$ cat src/rtl/microwave_timer.sv
// ---------------------------------------------------------------------------
// microwave_timer
//
// Cooking countdown timer for the microwave controller. Keypad digits shift
// into a 4-digit BCD MM:SS register. While the magnetron is on, the register
// counts down once per TICK_DIV clock cycles. timer_done is raised when it
// reaches 00:00, and that signal feeds the magnetron stage reset path.
//
// Parameters:
//   TICK_DIV   clock cycles per one-second decrement (>= 2)
//
// Ports:
//   clock       in   system clock, rising edge
//   resetn      in   asynchronous active-low reset
//   clearn      in   active-low synchronous clear (keypad CLEAR key)
//   key_valid   in   one-cycle strobe qualifying key_code
//   key_code    in   [3:0] digit 0..9; codes 10..15 are ignored
//   mag_on      in   magnetron latch state; high enables counting
//   timer_done  out  cooking time expired (registered)
//   running     out  high while counting (registered)
//   time_bcd    out  [15:0] {min_tens, min_ones, sec_tens, sec_ones}
//   beep        out  completion beeper (only with TIMER_BEEP_EN)
//
// Optional feature: define TIMER_BEEP_EN to add the beep output. When the
// timer enters DONE, beep toggles every TICK_DIV/2 cycles for 3*TICK_DIV
// cycles.
// ---------------------------------------------------------------------------
module microwave_timer #(
    parameter int TICK_DIV = 50000000
) (
    input  logic        clock,
    input  logic        resetn,
    input  logic        clearn,
    input  logic        key_valid,
    input  logic [3:0]  key_code,
    input  logic        mag_on,
    output logic        timer_done,
    output logic        running,
`ifdef TIMER_BEEP_EN
    output logic        beep,
`endif
    output logic [15:0] time_bcd
);

    localparam logic [1:0] ST_ENTRY = 2'd0;
    localparam logic [1:0] ST_COUNT = 2'd1;
    localparam logic [1:0] ST_PAUSE = 2'd2;
    localparam logic [1:0] ST_DONE  = 2'd3;

    localparam int              PW         = (TICK_DIV > 2) ? $clog2(TICK_DIV) : 1;
    localparam logic [PW-1:0]   PRESC_LAST = PW'(TICK_DIV - 1);

    logic [1:0]    state_q,   state_d;
    logic [15:0]   time_q,    time_d;
    logic [PW-1:0] presc_q,   presc_d;
    logic          done_q,    done_d;
    logic          running_q, running_d;

    logic          key_ok;
    logic [15:0]   time_shift;
    logic [15:0]   time_dec;

    // Decrement MM:SS by one second. A zero digit wraps to 9, or to 5 for
    // sec_tens, and borrows from the next digit up. The seconds are not
    // range-checked, so 0:90 simply counts down through 89.
    function automatic logic [15:0] bcd_dec(input logic [15:0] t);
        logic [3:0] so, st, mo, mt;
        so = t[3:0];
        st = t[7:4];
        mo = t[11:8];
        mt = t[15:12];
        if (so != 4'd0) begin
            so = so - 4'd1;
        end else begin
            so = 4'd9;
            if (st != 4'd0) begin
                st = st - 4'd1;
            end else begin
                st = 4'd5;
                if (mo != 4'd0) begin
                    mo = mo - 4'd1;
                end else begin
                    mo = 4'd9;
                    mt = mt - 4'd1;
                end
            end
        end
        return {mt, mo, st, so};
    endfunction

    assign key_ok     = key_valid && (key_code <= 4'd9) && !mag_on;
    assign time_shift = {time_q[11:0], key_code};
    assign time_dec   = bcd_dec(time_q);

    always_comb begin
        state_d = state_q;
        time_d  = time_q;
        presc_d = presc_q;
        if (!clearn) begin
            state_d = ST_ENTRY;
            time_d  = 16'h0000;
            presc_d = '0;
        end else begin
            case (state_q)
                ST_ENTRY, ST_PAUSE: begin
                    if (mag_on) begin
                        // A zero setting started from entry expires at once.
                        state_d = (time_q != 16'h0000) ? ST_COUNT : ST_DONE;
                    end else if (key_ok) begin
                        time_d = time_shift;
                    end
                end
                ST_COUNT: begin
                    if (!mag_on) begin
                        // Freeze the prescaler so that resuming keeps the
                        // sub-second phase.
                        state_d = ST_PAUSE;
                    end else if (presc_q == PRESC_LAST) begin
                        presc_d = '0;
                        time_d  = time_dec;
                        if (time_dec == 16'h0000) begin
                            state_d = ST_DONE;
                        end
                    end else begin
                        presc_d = presc_q + 1'b1;
                    end
                end
                default: begin // ST_DONE
                    if (key_ok) begin
                        time_d  = time_shift;
                        state_d = ST_ENTRY;
                    end
                end
            endcase
            // In DONE the prescaler is held at zero, so the next count starts
            // a full second before its first decrement.
            if (state_d == ST_DONE) begin
                presc_d = '0;
            end
        end
        done_d    = (state_d == ST_DONE);
        running_d = (state_d == ST_COUNT);
    end

    always_ff @(posedge clock or negedge resetn) begin
        if (!resetn) begin
            state_q   <= ST_ENTRY;
            time_q    <= 16'h0000;
            presc_q   <= '0;
            done_q    <= 1'b0;
            running_q <= 1'b0;
        end else begin
            state_q   <= state_d;
            time_q    <= time_d;
            presc_q   <= presc_d;
            done_q    <= done_d;
            running_q <= running_d;
        end
    end

    assign timer_done = done_q;
    assign running    = running_q;
    assign time_bcd   = time_q;

`ifdef TIMER_BEEP_EN
    localparam int HALF = (TICK_DIV / 2 > 1) ? TICK_DIV / 2 : 1;
    localparam int HW   = (HALF > 1) ? $clog2(HALF) : 1;
    localparam int CW   = $clog2(3 * TICK_DIV);

    localparam logic [HW-1:0] HALF_LAST = HW'(HALF - 1);
    localparam logic [CW-1:0] BEEP_LAST = CW'(3 * TICK_DIV - 1);

    logic          beep_q,     beep_d;
    logic          beep_act_q, beep_act_d;
    logic [HW-1:0] half_q,     half_d;
    logic [CW-1:0] bcnt_q,     bcnt_d;

    always_comb begin
        beep_d     = beep_q;
        beep_act_d = beep_act_q;
        half_d     = half_q;
        bcnt_d     = bcnt_q;
        if (!clearn || state_d != ST_DONE) begin
            // A clear or a key press leaves DONE, which silences the beeper.
            beep_d     = 1'b0;
            beep_act_d = 1'b0;
            half_d     = '0;
            bcnt_d     = '0;
        end else if (state_q != ST_DONE) begin
            beep_d     = 1'b0;
            beep_act_d = 1'b1;
            half_d     = '0;
            bcnt_d     = '0;
        end else if (beep_act_q) begin
            if (bcnt_q == BEEP_LAST) begin
                beep_d     = 1'b0;
                beep_act_d = 1'b0;
            end else begin
                bcnt_d = bcnt_q + 1'b1;
                if (half_q == HALF_LAST) begin
                    half_d = '0;
                    beep_d = ~beep_q;
                end else begin
                    half_d = half_q + 1'b1;
                end
            end
        end
    end

    always_ff @(posedge clock or negedge resetn) begin
        if (!resetn) begin
            beep_q     <= 1'b0;
            beep_act_q <= 1'b0;
            half_q     <= '0;
            bcnt_q     <= '0;
        end else begin
            beep_q     <= beep_d;
            beep_act_q <= beep_act_d;
            half_q     <= half_d;
            bcnt_q     <= bcnt_d;
        end
    end

    assign beep = beep_q;
`endif

endmodule

$ cat config.mk
export PLATFORM = sky130hd
export DESIGN_NAME = microwave_timer
export DESIGN_NICKNAME = d
export VERILOG_FILES = /design/src/rtl/microwave_timer.sv
export SDC_FILE = /design/constraint.sdc
export NUM_CORES = 1
export LEC_CHECK = 0
export CAP_MARGIN = 10
export CORE_MARGIN = 2
export CORE_UTILIZATION = 45
export CTS_BUF_LIST = sky130_fd_sc_hd__clkbuf_8
export CTS_CLUSTER_DIAMETER = 120
export DETAILED_ROUTE_END_ITERATION = 12
export SLEW_MARGIN = 10
export SYNTH_ARGS = -nofsm -noshare
export SYNTH_HDL_FRONTEND = slang
export SYNTH_SLANG_ARGS = --single-unit
export TNS_END_PERCENT = 1
$ cat constraint.sdc
create_clock -name clock -period 5.65 [get_ports clock]
set_input_delay 1.13 -clock clock [delete_from_list [all_inputs] [get_ports clock]]
set_output_delay 1.13 -clock clock [all_outputs]
set_load 0.1 [all_outputs]
# After elaboration in Yosys (flattened, before gate mapping)
# Cells that the tools add are included.
totals:
  register_bits: 46
  in_bits: 9
  output_inout_bits: 18
  wordCells: 63
classes:
  add_sub_neg: 5
  magnitude_cmp: 1
  n_eq_ne: 11
  mux: 29
  reduce_logical: 12
op_table:
  columns: ["cell", "n"]
  rows:
  - ["2-to-1 mux 26 bit", 5]
  - ["2-to-1 mux 16 bit", 5]
  - ["2-to-1 mux 4 bit", 9]
  - ["one-hot mux 16 bit (2 select lines)", 1]
  - ["adder 26 x 1 -> 26 bit, second input constant", 1]
  - ["== test 26 bit, second input constant", 1]
  - ["logical NOT 16 bit", 1]
  - ["2-to-1 mux 2 bit", 8]
  - ["nonzero test 16 bit", 1]
  - ["subtractor 4 x 1 -> 4 bit, second input constant", 4]
  - ["nonzero test 4 bit", 3]
  - ["!= test 3 bit, second input constant", 3]
  - ["== test 2 bit, second input constant", 3]
  - ["!= test 3 x 1 -> 1 bit, second input constant", 2]
  - ["== test 2 x 1 -> 1 bit, second input constant", 2]
  - ["less-or-equal comparator 4 bit, second input constant", 1]
  - ["one-hot mux 2 bit (2 select lines)", 1]
  - ["AND reduction 3 bit", 1]
  - ["logical AND 1 bit", 2]
  - ["logical NOT 2 bit", 1]
  - ["AND reduction 2 bit", 1]
  - ["OR reduction 2 bit", 1]
  - ["logical NOT 1 bit", 1]

# Logic depth before layout (Yosys ltp)
# Gate-level depths: netlist of the first run.
depth:
  word_depth: 13
  depth_mapped: 8
  depth_no_buf: 8

# Worst setup path after synthesis of the first run
# Ideal clock, no wire load.
synth_path:
  kind: "reg-to-reg"
  from: "register time_q[3], in the netlist time_bcd[3]"
  to: "register presc_q[3]"
  setup_ns: 0.073
  arrival_ns: 2.836
  required_ns: 5.577
  setup_slack_ns: 2.741
  stages_incl_launch_ff: 8
  n_path_buf: 1
  period_less_slack_ns: 2.909
  cell_sequence: "dfrtp_1 -> buf_6 -> or4_4 -> or3_4 -> or3_4 -> and3b_1 -> a21o_4 -> a21oi_2"
synth_between:
  elab_chain_cells: 11
  word_cells_on_any_way: 21
  cone_classes: "add/sub (1); eq/ne (3); mux (13); reduce/logical (4)"
synth_lines:
  columns: ["item", "line_no", "source"]
  rows:
  - ["start, declared", "54", "logic [15:0] time_q, time_d;"]
  - ["start signal, assigned", "154", "time_q <= time_d;"]
  - ["subtractor 4 x 1 -> 4 bit / nonzero test 4 bit (equally long branches)", "73, 72", null]
  - ["2-to-1 mux 4 bit", "72", "if (so != 4'd0) begin"]
  - ["logical NOT 16 bit", "121", "if (time_dec == 16'h0000) begin"]
  - ["2-to-1 mux 2 bit", "121", null]
  - ["2-to-1 mux 2 bit", "118", "end else if (presc_q == PRESC_LAST) begin"]
  - ["2-to-1 mux 2 bit", "114", "if (!mag_on) begin"]
  - ["one-hot mux 2 bit (2 select lines) (*)", "104", "case (state_q)"]
  - ["2-to-1 mux 2 bit (*)", "99", "if (!clearn) begin"]
  - ["== test 2 bit (*)", "137", "if (state_d == ST_DONE) begin"]
  - ["!= test 3 x 1 -> 1 bit (no source line) / 2-to-1 mux 26 bit (equally long branches)", null, null]
  - ["AND reduction 2 bit (no source line) / 2-to-1 mux 26 bit (equally long branches)", null, null]
  - ["end signal, assigned", "155", "presc_q <= presc_d;"]
  - ["end, declared", "55", "logic [PW-1:0] presc_q, presc_d;"]
# Mark *: on every way between the ends. The rest lies on a longest branch, timed or not. The select of a mux whose other input is x is not followed.
# A chain may end at the register's enable or synchronous reset.

# Worst setup path in the final report of the first run
layout_path:
  from: "input port mag_on"
  to: "register time_q[6], in the netlist time_bcd[6]"
layout_between:
  elab_chain_cells: 6
  word_cells_on_any_way: 9
  cone_classes: "eq/ne (2); mux (4); reduce/logical (3)"
layout_lines:
  columns: ["item", "line_no", "source"]
  rows:
  - ["start, declared", "36", "input logic mag_on,"]
  - ["logical NOT 1 bit", null, null]
  - ["logical AND 1 bit", "91", "assign key_ok = key_valid && (key_code <= 4'd9) && !mag_on;"]
  - ["2-to-1 mux 16 bit (2 in series)", null, null]
  - ["one-hot mux 16 bit (2 select lines)", null, null]
  - ["2-to-1 mux 16 bit", null, null]
# Several ways; a longest one is shown, not always the timed one. The select of a mux whose other input is x is not followed.

==> impl_metrics.env, run 1 <==
export IMPL_tightestPinTransition_ps=1050
export IMPL_clk_latency_ps=310
export IMPL_finalSetupTns_ps=0
export IMPL_reg2reg_depth=6
export IMPL_io_buffers=26
export IMPL_min_to="presc_q[4]"
export IMPL_min_path_type="register to register"
export IMPL_finalNonFillerCells=428
export IMPL_clockBufferDepth=2
export IMPL_vias=2496
export IMPL_antenna_found_initial=0
export IMPL_drt_iter0_drc=200
export IMPL_rr_endpoint="time_bcd[6]"
export IMPL_fmax_mhz=297
export IMPL_grt_use_total=0.196
export IMPL_syn_nets=346
export IMPL_drt_pass1_iterations=4
export IMPL_coreArea_mm2=0.00631
export IMPL_ys_warnings_count=0
export IMPL_r2r_slack_ps=2400
export IMPL_status="finished clean"
export IMPL_die_h_um=84.6
export IMPL_ys_types=58
export IMPL_cp_end_kind="register"
export IMPL_grt_pass1_wl_um=11400
export IMPL_peakVddDrop_uv=160
export IMPL_placed_cells=420
export IMPL_clock_root_buffer="clkbuf_8"
export IMPL_synthFlopType="dfrtp_1"
export IMPL_cts_tree="done"
export IMPL_worstHoldPathCells=2
export IMPL_ant_nets=0
export IMPL_gp_congestion=0.838
export IMPL_r2r_start="state_q[0]"
export IMPL_path_class="primary input to register"
export IMPL_die_w_um=84.6
export IMPL_drive_gt1_frac=0.0883
export IMPL_slew_viol_final=0
export IMPL_multi_input_area_mm2=0.00165
export IMPL_yosysMostFrequentCell="nor2_1"
export IMPL_path_clk_slew_ps=90
export IMPL_power_density_mw_per_mm2=224
export IMPL_hpwlAfterDp_um=4620
export IMPL_synthCells=334
export IMPL_fillers=599
export IMPL_synth_common_cells="nor2_1, dfrtp_1, nand2_1"
export IMPL_first_global_vias=2333
export IMPL_dieArea_mm2=0.00715
export IMPL_drv_cap=0
export IMPL_ios=27
export IMPL_fin_nets=362
export IMPL_crit_path_start_kind="primary input"
export IMPL_drcViolationCount=0
export IMPL_crit_slowest_cell="o31ai_4"
export IMPL_regArea_mm2=0.00115
export IMPL_grt_start_max_net_pins=47
export IMPL_grt_ovfl_total=0
export IMPL_synth_top_area_cell="dfrtp_1"
export IMPL_cts_sinks=46
export IMPL_finalCritPeriodShare=0.595
export IMPL_syn_mean_instance_area_um2=8.74
export IMPL_rsz0062_at_grt="false"
export IMPL_timing_slew_headroom=0.299
export IMPL_cts_resized=0
export IMPL_synth_edf_count=0
export IMPL_ys_ff_latch=46
export IMPL_syn_to_final_growth_pct=12.7
export IMPL_hold_path_startpoint="presc_q[4]"
export IMPL_hold_violations=0
export IMPL_worstPathCellList="clkdlybuf4s50_1 > nand2_1 > o31ai_4 > o21ai_0 > a22oi_1 > nor2_1"
export IMPL_crit_required_ps=5820
export IMPL_setup_violations_final=0
export IMPL_synth_top_area_frac=0.394
export IMPL_syn_cell_area_mm2=0.00292
export IMPL_post_drt_wl_per_cell_um=15.7
export IMPL_cts_buffers=5
export IMPL_drt_total_wl_um=6730
export IMPL_cpPeakStageDelay_ps=1010
export IMPL_p_leak_nw=1.33
export IMPL_period_needed_ps=3360
export IMPL_synth_area_leaders="dfrtp_1, nor2_1, nand2_1, xor2_1, mux2i_1"
export IMPL_crit_arrival_ps=3530
export IMPL_row_count=29
export IMPL_cp_max_fo=25
export IMPL_fin_worst_skew_ps=13.6
export IMPL_start_util=0.463
export IMPL_synthArstFlopShare=1.00
export IMPL_cts_hold_buf=0
export IMPL_post_cts_buffers=0
export IMPL_cts_max_level=2
export IMPL_seq_area_frac_synth=0.394
export IMPL_viasPerCell=5.83
export IMPL_antenna_cells=0
## worst max path at each step
stage	from	end	cells past startpoint
after floorplan	time_bcd[3]	presc_q[3]	7
after global placement	mag_on	time_bcd[6]	6
after detailed placement	clearn	presc_q[23]	7
after CTS	clearn	presc_q[23]	7
after global routing	clearn	presc_q[25]	7
final	mag_on	time_bcd[6]	6
## stage by stage
stage          total power, mW  hold slack, ps  area, um2  setup slack (ps)  utilization
6_report                 0.739             549       3290              2290        0.521
5_1_grt                  0.776             597       3290              2060        0.521
2_1_floorplan            0.463             498       2920              2740            -
3_3_place_gp             0.498             520       3180              2060        0.504
3_5_place_dp             0.499             530       3180              1970        0.504
4_1_cts                  0.745             553       3290              2300        0.521
## layer usage
metal	global-route usage	part of all wire	up-vias
met3	0.0364	0.030	9
li1	-	-	1216
met2	0.297	0.46	43
met5	0	0	-
met4	0.0519	0.013	0
met1	0.287	0.49	1228
## final cells by class
cell class	instances	share of cell area
multi-input cells	262	0.500
flip-flops and latches	46	0.350
repair buffers	26	0.0775
well taps	77	0.0293
clock buffers	5	0.0209
clock inverters	3	0.0125
inverters	9	0.0103
## worst max-delay path: cells and delay by family
family / cells / cell delay [ps]
buffers and inverters: 1 / 570
AND/OR/NAND/NOR: 2 / 360
AO/OA/AOI/OAI: 3 / 1470
## flip-flops by register name, indices dropped and copies added, names as in the netlist
register	count
presc_q	26
running	1
time_bcd	16
timer_done	1
state_q	2
## cell families (layout without fill, tap and decap cells)
kind of cell / count (synthesis) / in the layout / share of synthesized area
multiplexers: 11 / 11 / 0.0381
AO/OA/AOI/OAI: 63 / 63 / 0.146
AND/OR/NAND/NOR: 165 / 165 / 0.307
flip-flops: 46 / 46 / 0.394
buffers and inverters: 26 / 43 / 0.0424
XOR/XNOR: 20 / 20 / 0.0600
adder cells (fa/ha/maj): 3 / 3 / 0.0129
## where the power goes
part | internal (mW) | switching (mW) | total, mW
Sequential | 0.335 | 0.00893 | 0.344
Clock | 0.130 | 0.116 | 0.246
Combinational | 0.0485 | 0.101 | 0.149
Total | 0.513 | 0.226 | 0.739
## placed cells by master (no fill, tap or decap), types with 4 or more instances in the layout
| cell | n |
|---|---|
| nand4_1 | 7 |
| clkbuf_8 | 5 |
| clkdlybuf4s50_1 | 25 |
| a22oi_1 | 7 |
| o21ai_0 | 20 |
| and4_1 | 4 |
| xor2_1 | 12 |
| inv_1 | 10 |
| and2_1 | 4 |
| or4_1 | 5 |
| nand3_1 | 8 |
| nor2_1 | 49 |
| dfrtp_1 | 46 |
| a21oi_2 | 4 |
| a21oi_1 | 10 |
| nor3_1 | 9 |
| xnor2_1 | 8 |
| nand2_1 | 40 |
| nor2_2 | 5 |
| mux2i_1 | 10 |
(Power assumes the default switching activity.)
==> run 2, diff against run 1 <==
--- a/config.mk
+++ b/config.mk
@@ -11,6 +11,7 @@
 export CTS_BUF_LIST = sky130_fd_sc_hd__clkbuf_8
 export CTS_CLUSTER_DIAMETER = 120
 export DETAILED_ROUTE_END_ITERATION = 12
+export PLACE_DENSITY = 0.67
 export SLEW_MARGIN = 10
 export SYNTH_ARGS = -nofsm -noshare
 export SYNTH_HDL_FRONTEND = slang
==> constraint.sdc (replaced) <==
create_clock -name clock -period 2.9 [get_ports clock]
set_input_delay 0.58 -clock clock [delete_from_list [all_inputs] [get_ports clock]]
set_output_delay 0.58 -clock clock [all_outputs]
set_load 0.1 [all_outputs]
==> run 2 against run 1 <==
Non-clock buffer count up 28. Design area up 6.1%. Power up 98%. Worst setup slack worse by 2100 ps. Highest routed layer unchanged. Combinational power up 110%.
==> impl_metrics.env, run 2 (synthesis results as in run 1) <==
export IMPL_regMostFlops="presc_q"
export IMPL_largest_reg_flops=26
export IMPL_post_drt_wl_per_cell_um=15.5
export IMPL_cts_sinks=46
export IMPL_switching_power_mw=0.443
export IMPL_final_common_cell="nor2_1"
export IMPL_drive_gt1_frac=0.208
export IMPL_fmax_mhz=373
export IMPL_drt_total_wl_um=7060
export IMPL_power_share_switching=0.303
export IMPL_crit_path_start_kind="register"
export IMPL_clockBufferDepth=2
export IMPL_clock_root_buffer="clkbuf_8"
export IMPL_grt_use_total=0.211
export IMPL_ant_nets=0
export IMPL_syn_to_final_growth_pct=19.6
export IMPL_placed_cell_area_mm2=0.00332
export IMPL_drcViolationCount=0
export IMPL_peakVddDrop_uv=256
export IMPL_tightestPinTransition_ps=655
export IMPL_crit_required_ps=3080
export IMPL_vias=2632
export IMPL_final_core_util=0.553
export IMPL_status="finished clean"
export IMPL_cp_max_fo=12
export IMPL_dieArea_mm2=0.00715
export IMPL_hold_slack_ps=223
export IMPL_fin_area_mm2=0.00349
export IMPL_p_seq_frac=0.456
export IMPL_grt_pass1_wl_um=12200
export IMPL_hpwlAfterDp_um=4890
export IMPL_viasPerCell=5.76
export IMPL_p_int_mw=1.02
export IMPL_hold_violations=0
export IMPL_gp_congestion=0.841
export IMPL_power_density_mw_per_mm2=418
export IMPL_period_needed_ps=2680
export IMPL_finalPower_mw=1.46
export IMPL_rr_endpoint="time_bcd[10]"
export IMPL_mostFrequentLayoutCells="nor2_1, buf_4, dfrtp_1"
export IMPL_die_w_um=84.6
export IMPL_ios=27
export IMPL_path_class="register to register"
export IMPL_drt_iter0_drc=210
export IMPL_grt_start_max_net_pins=27
export IMPL_reg2reg_depth=5
export IMPL_finalCritPeriodShare=0.926
export IMPL_drv_cap=0
export IMPL_comb_power_share=0.218
export IMPL_timing_slew_headroom=0.563
export IMPL_coreArea_mm2=0.00631
export IMPL_path_clk_slew_ps=90
export IMPL_die_h_um=84.6
export IMPL_antenna_found_initial=0
export IMPL_fin_worst_skew_ps=12.4
export IMPL_start_util=0.463
export IMPL_clkPwrFrac=0.325
export IMPL_setup_violations_final=0
export IMPL_fin_nets=391
export IMPL_drt_pass1_iterations=4
export IMPL_rsz0062_at_grt="false"
export IMPL_r2r_start="presc_q[9]"
export IMPL_clk_latency_ps=300
export IMPL_row_count=29
export IMPL_antenna_cells=0
export IMPL_io_buffers=26
export IMPL_p_leak_nw=1.51
export IMPL_r2r_slack_ps=220
export IMPL_min_path_type="primary input to asynchronous set/reset pin"
export IMPL_slew_viol_final=0
export IMPL_crit_arrival_ps=2870
export IMPL_cp_end_kind="register"
export IMPL_cts_max_level=2
export IMPL_cts_tree="done"
export IMPL_grt_ovfl_total=0
export IMPL_cts_buffers=5
export IMPL_first_global_vias=2472
==> run 2: cell types whose count changed in the layout (fill, tap and decap cells not counted) <==
cell / change
buf_4: +45
clkdlybuf4s50_1: -18
buf_12: +1
dfrtp_1: -1
dfrtp_2: +1
o31ai_4: +1
==> run 2: cell type report <==
type,instances,area [um2]
tap,77,96.3
sequential,46,1150
multi-input combinational,263,1670
fill,585,2820
inverter,9,33.8
timing repair buffer,54,433
clock buffer,5,68.8
clock inverter,3,41.3
==> run 2: power groups by stage <==
stage	combinational [mW]	clock (mW)	sequential (mW)
floorplan	0.168	0	0.734
global placement	0.306	0	0.679
detailed placement	0.307	0	0.679
CTS	0.312	0.489	0.666
global route	0.344	0.522	0.669
finish	0.319	0.475	0.666
==> run 2: routing by layer <==
metal | track usage | vias to the layer above | share of wire
met3 | 0.0462 | 6 | 0.042
met1 | 0.290 | 1290 | 0.45
met5 | 0 | - | 0
met2 | 0.346 | 65 | 0.50
li1 | - | 1271 | -
met4 | 0.0418 | 0 | 0.0068
==> run 2: timing repair <==
action	4_1_cts	5_1_grt
resized for setup	1	0
pin swaps	1	1
gates cloned	1	0
hold buffers	0	0
endpoints found under the setup margin	3	4
setup buffers	0	4
==> run 2: stage by stage <==
step	setup slack (ps)	TNS (ps)	cells
detailed placement	-69.4	-95.6	444
CTS	79.4	0	453
global route	60.6	0	457
global placement	-36.3	-36.3	444
floorplan	-1.70	-1.70	334
finish	216	0	457
==> run 2: worst max path at each step <==
stage | start | slack, ps | end
after floorplan | time_bcd[2] | -2 | running
after global placement | presc_q[9] | -40 | time_bcd[6]
after detailed placement | presc_q[9] | -70 | time_bcd[6]
after CTS | presc_q[9] | 80 | time_bcd[6]
after global routing | presc_q[9] | 60 | time_bcd[13]
final | presc_q[9] | 220 | time_bcd[10]
==> run 2: worst max-delay path, cell delays in order, from the launching register on <==
cell     delay [ps]
dfrtp_1         400
or4b_1          540
or4_1           680
o31ai_4         640
mux2i_1         260
nor2_1           50
==> run 3, diff against run 2 <==
--- a/config.mk
+++ b/config.mk
@@ -6,10 +6,12 @@
 export NUM_CORES = 1
 export LEC_CHECK = 0
 export CAP_MARGIN = 10
+export CORE_ASPECT_RATIO = 0.9
 export CORE_MARGIN = 2
 export CORE_UTILIZATION = 45
 export CTS_BUF_LIST = sky130_fd_sc_hd__clkbuf_8
 export CTS_CLUSTER_DIAMETER = 120
+export CTS_CLUSTER_SIZE = 16
 export DETAILED_ROUTE_END_ITERATION = 12
 export PLACE_DENSITY = 0.67
 export SLEW_MARGIN = 10
==> run 3 against run 2 <==
Final cell count is 0.22% higher. Design area down 2.0%. Largest power group unchanged. Wire length fell by 4.1%. Clock skew decreased by 2.4 ps. Highest routed layer unchanged.
==> impl_metrics.env, run 3 (synthesis results as in run 1) <==
export IMPL_status="finished clean"
export IMPL_crit_arrival_ps=2770
export IMPL_antenna_cells=0
export IMPL_drive_gt1_frac=0.191
export IMPL_clk_latency_ps=290
export IMPL_worstPathCellList="or3_4 > nor4b_1 > or4bb_1 > nor4b_4 > a21oi_2 > o21a_1"
export IMPL_crit_slowest_cell="or4bb_1"
export IMPL_fmax_mhz=386
export IMPL_hpwlAfterDp_um=4860
export IMPL_path_clk_slew_ps=90
export IMPL_cts_resized=0
export IMPL_ios=27
export IMPL_hold_violations=0
export IMPL_post_cts_buffers=0
export IMPL_cts_tree="done"
export IMPL_clockBufferDepth=2
export IMPL_regMostFlops="presc_q"
export IMPL_dieArea_mm2=0.00715
export IMPL_path_class="register to register"
export IMPL_fin_nets=382
export IMPL_rsz0062_at_grt="false"
export IMPL_final_common_cell="nor2_1"
export IMPL_grt_use_total=0.203
export IMPL_die_h_um=80.4
export IMPL_cp_max_fo=10
export IMPL_tightestPinTransition_ps=702
export IMPL_cts_max_level=2
export IMPL_power_density_mw_per_mm2=418
export IMPL_finalCritPeriodShare=0.893
export IMPL_slew_viol_final=0
export IMPL_peakVddDrop_uv=355
export IMPL_cp_top_family="simple AND/OR/NAND/NOR gates"
export IMPL_drt_iter0_drc=208
export IMPL_setup_violations_final=0
export IMPL_grt_ovfl_total=0
export IMPL_grt_start_max_net_pins=31
export IMPL_viasPerCell=5.45
export IMPL_drt_total_wl_um=6770
export IMPL_post_drt_wl_per_cell_um=14.8
export IMPL_clock_root_buffer="clkbuf_8"
export IMPL_cpPeakStageDelay_ps=590
export IMPL_drcViolationCount=0
export IMPL_io_buffers=26
export IMPL_largest_reg_flops=26
export IMPL_period_needed_ps=2590
export IMPL_cts_hold_buf=0
export IMPL_crit_path_start_kind="register"
export IMPL_drt_pass1_iterations=4
export IMPL_p_leak_nw=1.47
export IMPL_gp_congestion=0.827
export IMPL_cp_end_kind="register"
export IMPL_finalPower_mw=1.43
export IMPL_min_path_type="primary input to asynchronous set/reset pin"
export IMPL_vias=2496
export IMPL_cts_buffers=5
export IMPL_mostFrequentLayoutCells="nor2_1, dfrtp_1, nand2_1"
export IMPL_cts_sinks=46
export IMPL_syn_to_final_growth_pct=17.2
export IMPL_grt_pass1_wl_um=11400
export IMPL_die_w_um=88.9
export IMPL_first_global_vias=2257
export IMPL_ant_nets=0
export IMPL_timing_slew_headroom=0.532
export IMPL_drv_cap=0
export IMPL_crit_required_ps=3080
export IMPL_start_util=0.472
export IMPL_antenna_found_initial=0
export IMPL_fin_worst_skew_ps=10.1
export IMPL_hold_slack_ps=325
export IMPL_row_count=27
export IMPL_crit_buf_inv=0
export IMPL_coreArea_mm2=0.00618
-- run 3: cell types whose count changed in the layout (fill, tap and decap cells not counted), sizes merged --
cell	previous run	this run
bufinv	1	0
clkbuf	5	8
inv	10	9
clkinvlp	1	0
buf	47	39
o31ai	2	1
-- run 3: layout make-up --
cell class                 count  area [um2]
fill                         590        2760
multi-input combinational    262        1650
sequential                    46        1150
timing repair buffer          46         373
clock buffer                   8         110
tap                           87         109
inverter                       9        33.8
-- run 3: power by group --
| group | internal [mW] | switching, mW | leakage [nW] | total, mW |
|---|---|---|---|---|
| Sequential | 0.652 | 0.0127 | 0.636 | 0.665 |
| Combinational | 0.109 | 0.206 | 0.773 | 0.315 |
| Clock | 0.241 | 0.210 | 0.0575 | 0.451 |
| Total | 1.00 | 0.429 | 1.47 | 1.43 |
-- run 3: per-stage QoR --
step / setup slack [ps] / cells / area [um2] / util / TNS, ps
floorplan: -1.70 / 334 / 2920 / - / -1.70
global placement: 270 / 450 / 3310 / 0.536 / 0
detailed placement: 203 / 450 / 3310 / 0.536 / 0
CTS: 307 / 458 / 3420 / 0.554 / 0
global route: 208 / 458 / 3420 / 0.554 / 0
finish: 310 / 458 / 3420 / 0.554 / 0
-- run 3: final timing paths --
check | start | to | slack (ps) | cells past startpoint
worst min-delay path | resetn | time_bcd[10] | 330 | 1
min in group clock | presc_q[4] | presc_q[4] | 550 | 2
max in group asynchronous | resetn | presc_q[5] | 1960 | 2
worst min register to register | presc_q[4] | presc_q[4] | 550 | 2
worst max-delay path | time_bcd[3] | running | 310 | 6
worst max register to register | time_bcd[3] | running | 310 | 6
-- run 3: layer usage --
metal	global-route usage	share of wire	vias to the layer above
met4	0.0364	0.0065	0
met3	0.0339	0.048	5
met2	0.278	0.42	60
li1	-	-	1258
met5	0	0	-
met1	0.332	0.53	1173
